File: src/rtl/pcrel_exec_pipe.sv
// pcrel_exec_pipe: LUI/AUIPC/LINK/TARGET results carried with their dest tag through STAGES valid/ready registers.
// Latency: a request accepted at edge N shows on out_valid after edge N+STAGES-1 (STAGES legal range 1..4).
// Backpressure: a stage advances when empty or when downstream accepts; in_ready is combinational from out_ready.
module pcrel_exec_pipe #(
  parameter int XLEN   = 32,
  parameter int STAGES = 2,
  parameter int RD_W   = 5
) (
  input  logic            clk,
  input  logic            rst_n,
  input  logic            in_valid,
  output logic            in_ready,
  input  logic [XLEN-1:0] pc,
  input  logic [XLEN-1:0] imm_u,
  input  logic [5:0]      aluSelect,
  input  logic [RD_W-1:0] rd_in,
  input  logic            flush,
  output logic            out_valid,
  input  logic            out_ready,
  output logic [XLEN-1:0] result,
  output logic [RD_W-1:0] rd_out,
  output logic            illegal
);

  localparam logic [5:0] SEL_LUI    = 6'b000001;
  localparam logic [5:0] SEL_AUIPC  = 6'b000010;
  localparam logic [5:0] SEL_LINK   = 6'b000100;
  localparam logic [5:0] SEL_TARGET = 6'b001000;

  logic [XLEN-1:0] sum_pi;
  logic [XLEN-1:0] calc_res;
  logic            calc_ill;
  logic            accept;

  logic [STAGES-1:0] v;
  logic [STAGES-1:0] adv;
  logic [STAGES-1:0] ill_q;
  logic [XLEN-1:0]   res_q [STAGES];
  logic [RD_W-1:0]   rd_q  [STAGES];

  assign sum_pi = pc + imm_u;

  // Operation decode; anything other than the four one-hot codes yields 0 and flags illegal.
  always_comb begin
    calc_res = '0;
    calc_ill = 1'b0;
    case (aluSelect)
      SEL_LUI:    calc_res = imm_u;
      SEL_AUIPC:  calc_res = sum_pi;
      SEL_LINK:   calc_res = pc + XLEN'(4);
      SEL_TARGET: calc_res = {sum_pi[XLEN-1:1], 1'b0};
      default:    calc_ill = 1'b1;
    endcase
  end

  // Advance chain from the output backwards: an empty stage always advances, so bubbles collapse.
  always_comb begin
    logic nxt;
    adv = '0;
    nxt = out_ready;
    for (int i = STAGES - 1; i >= 0; i--) begin
      adv[i] = !v[i] || nxt;
      nxt    = adv[i];
    end
  end

  assign in_ready = !flush && adv[0];
  assign accept   = in_valid && in_ready;

  // Stage registers: stage 0 captures the decoded result, later stages forward; flush kills all valids.
  always_ff @(posedge clk or negedge rst_n) begin
    if (!rst_n) begin
      v     <= '0;
      ill_q <= '0;
      for (int i = 0; i < STAGES; i++) begin
        res_q[i] <= '0;
        rd_q[i]  <= '0;
      end
    end else begin
      if (adv[0]) begin
        v[0] <= accept;
        if (accept) begin
          res_q[0] <= calc_res;
          rd_q[0]  <= rd_in;
          ill_q[0] <= calc_ill;
        end
      end
      for (int i = 1; i < STAGES; i++) begin
        if (adv[i]) begin
          v[i] <= v[i-1];
          if (v[i-1]) begin
            res_q[i] <= res_q[i-1];
            rd_q[i]  <= rd_q[i-1];
            ill_q[i] <= ill_q[i-1];
          end
        end
      end
      if (flush) begin
        v <= '0;
      end
    end
  end

  assign out_valid = v[STAGES-1];
  assign result    = res_q[STAGES-1];
  assign rd_out    = rd_q[STAGES-1];
  assign illegal   = ill_q[STAGES-1];

endmodule
File: config.mk
export PLATFORM = sky130hd
export DESIGN_NAME = pcrel_exec_pipe
export DESIGN_NICKNAME = d
export VERILOG_FILES = /design/src/rtl/pcrel_exec_pipe.sv
export SDC_FILE = /design/constraint.sdc
export NUM_CORES = 1
export LEC_CHECK = 0
export CAP_MARGIN = 25
export CORE_ASPECT_RATIO = 0.6
export CORE_MARGIN = 3
export CORE_UTILIZATION = 25
export DETAILED_ROUTE_END_ITERATION = 10
export GPL_TIMING_DRIVEN = 0
export SYNTH_ARGS = -nofsm -noshare
export SYNTH_HDL_FRONTEND = slang
export SYNTH_SLANG_ARGS = --single-unit
export TNS_END_PERCENT = 20
File: constraint.sdc
create_clock -name clk -period 1.9 [get_ports clk]
set_input_delay 0.38 -clock clk [delete_from_list [all_inputs] [get_ports clk]]
set_output_delay 0.38 -clock clk [all_outputs]
set_load 0.005 [all_outputs]
==> results.yml <==
run_status:
  outcome: "finished with violations"
  violations: "setup timing"
finish:
  layout.nets: 931
  final_common_cell: "buf_4"
  final_cell_mix: "89 x buf_4, 78 x dfrtp_1, 70 x nand2_1"
  drive_above_1_share: 0.371
  diodes: 0
  area_growth_pct: 52.8
timing:
  setup_viol: 28
  timing.fmax_ghz: 0.402
  finalCritPeriodShare: 1.31
  min_period_ps: 2490
  hold_violations: 0
  drv_slew: 0
  tightest_slew_ps: 859
  setup_slack_ps: -587
  finalSetupTns_ps: -7870
  slew_headroom: 0.427
  fin_skew_ps: 3.41
  rsz0062_at_grt: "true"
clocking:
  cts.htree.levels: 3
  cts.sinks: 78
  clockBufferDepth: 2
  cts_tree: "done"
  worstSkewPairLatency_ps: 320
  cts_buffers: 9
  clkTransAtPathRegs_ps: 60
  cts_root_buffer: "clkbuf_16"
setup_path:
  path_max_fanout: 3
  cp-start-kind: "input port"
  slowest_stage: "a222oi_1"
  rr_worst_depth: 8
  critPathCaptureType: "flop"
  r2r_setup_slack_ps: -60
  critical_path_class: "in2reg"
  worstPathCellList: "buf_8 -> ha_4 -> fa_2 -> a21o_1 -> a31o_4 -> a21oi_4 -> buf_6 -> xnor2_2 -> a222oi_1 -> o21ai_1"
  crit_path_max_incr_delay_ps: 690
  cp.required_ps: 2080
  cp.arrival_ps: 2670
route:
  dr.pass1.iters: 6
  drt_iter0_drc: 460
  wl_per_cell_um: 18.0
  vias_per_cell: 4.99
  ant_nets: 0
  drc: 0
  totalWireLength_mm: 20.4
  via_count: 5640
yosys:
  synth.avg_cell_area_sq_um: 9.13
  synth_top_cell_area_share: 0.334
  synth_cells: 639
  synth_cell_type_count: 60
  synth_edf_count: 0
  ys_warn_count: 0
  synthTopCellsByArea: "dfrtp_1 33%, mux2_2 7.3%, ha_1 6.9%, xnor2_1 6.5%, nand2_1 4.8%"
  yosysTopAreaCell: "dfrtp_1"
  async_flop_share: 1.00
  synth_ff_type: "dfrtp_1"
  ys_seq_area_frac: 0.334
  ys_ff_latch: 78
  synth_nets: 752
  synth_area_sq_mm: 0.00584
global_route:
  antenna_found_initial: 2
  grt_pass1_vias: 5422
  grt.total_usage: 0.154
  grt_max_degree: 69
  grt_overflow: 0
  grt_first_pass_wirelength_mm: 31.2
floorplan:
  placementRows: 42
  io_pins: 120
  start_util: 0.260
  die_area_sq_mm: 0.0253
  coreArea_sq_mm: 0.0225
  die_w_um: 203
  die_h_um: 124
worst_hold_path:
  hold_path.class: "in2reg"
  min_path_cells: 3
power_and_ir_drop:
  p_leak_uw: 0.00382
  power_uw: 5470
  power.switching_uw: 1590
  powerDensity_mw_per_mm2: 613
  comb_power_share: 0.350
  p_int_uw: 3870
  pwr-share-seq: 0.340
  switching_share: 0.292
  peakVddDrop_uv: 427
  p_clk_frac: 0.311
place:
  port_buffers: 119
  place_congestion: 0.930
  dp_hpwl_mm: 15.5
run:
  max_cap_violations: 0
-- metrics by stage --
stage | setup WS, ps | cell area, sq um | cells | hold WS (ps) | util
after CTS | -482 | 8490 | 1106 | 432 | 0.378
final | -587 | 8920 | 1131 | 408 | 0.397
after global routing | -590 | 8920 | 1131 | 443 | 0.397
after detailed placement | -1580 | 7470 | 1067 | 239 | 0.332
after global placement | -2360 | 7440 | 1066 | 459 | 0.331
after floorplan | -399 | 5870 | 639 | 84.4 | -
-- cells by family after synthesis --
| family | Yosys count | synth area share |
|---|---|---|
| AOI/OAI and AO/OA | 170 | 0.201 |
| xor gates and xnor gates | 55 | 0.0825 |
| adders and majority gates | 33 | 0.0720 |
| buffers and inverters | 80 | 0.0763 |
| DFF | 78 | 0.334 |
| muxes | 39 | 0.0750 |
| and+or+nand+nor | 184 | 0.159 |
-- area by class of cell --
cell class / count / area (sq um)
clock buffer: 12 / 256
multi-input combinational: 481 / 4230
clock inverter: 4 / 45.0
inverter: 13 / 51.3
fill: 2257 / 13600
sequential: 78 / 1950
buffer: 62 / 445
timing repair buffer: 173 / 1560
tap: 308 / 385
-- state kept, by name, summed over array words and instances, names as in the netlist --
register,cells
ill_q,2
rd_out,5
rd_q,5
res_q,32
result,32
v,2
-- cell usage after synthesis (2+ instances only) --
cell type,count
dfrtp_1,78
nand2_1,75
xnor2_1,43
mux2_2,38
a21oi_1,37
buf_4,37
o21ai_0,37
ha_1,32
nand3_1,27
clkbuf_1,21
nor2_1,20
a21o_1,17
a222oi_1,17
inv_1,13
nor3_1,13
xor2_1,12
and3_1,10
nand4_1,9
nor2b_1,9
a221oi_1,8
and2_1,7
a22oi_1,6
a31oi_1,5
buf_2,5
o21ai_1,5
buf_1,4
o21bai_1,4
o22ai_1,4
and4_1,3
o211ai_1,3
o21a_1,3
o31ai_1,3
a211oi_1,2
a21oi_2,2
a221o_1,2
nor4_1,2
nor4_4,2
o221ai_1,2
-- worst paths after layout --
path / to / start
max in group asynchronous: rd_q[9]$_DFFE_PN0P_ / rst_n
worst max-delay path: res_q[42]$_DFFE_PN0P_ / pc[0]
worst min-delay path: res_q[35]$_DFFE_PN0P_ / imm_u[3]
worst min register to register: rd_q[5]$_DFFE_PN0P_ / rd_q[5]$_DFFE_PN0P_
worst max register to register: res_q[63]$_DFFE_PN0P_ / v[1]$_DFFE_PN0P_
min in group asynchronous: result[4]$_DFFE_PN0P_ / rst_n
-- layer usage --
| layer | track usage | vias to the layer above | part of all wire |
|---|---|---|---|
| li1 | - | 2684 | - |
| met1 | 0.228 | 2695 | 0.48 |
| met2 | 0.223 | 221 | 0.43 |
| met3 | 0.0264 | 36 | 0.067 |
| met4 | 0.0562 | 4 | 0.025 |
| met5 | 0 | - | 0.0010 |
-- worst max-delay path, delay by kind of cell --
kind | cells | cell delay [ps]
AO/OA/AOI/OAI | 5 | 1490
XOR/XNOR | 1 | 50
adder cells (fa/ha/maj) | 2 | 520
buffers and inverters | 2 | 230
-- power groups by stage --
stage               registers, uW  logic, uW  clock network [uW]
CTS                          1860       1680                1760
detailed placement           1890       1480                   0
global route                 1870       2040                1830
floorplan                    1860        849                   0
finish                       1860       1910                1700
global placement             1890       1460                   0
-- repair_timing --
item | in CTS | in global routing
buffers inserted | 27 | 25
hold buffers | 1 | 0
gates resized for setup | 204 | 149
pin swaps | 54 | 67
endpoints found under the hold margin | 10 | 0
endpoints found under the setup margin | 69 | 59
(Power assumes the default switching activity.)
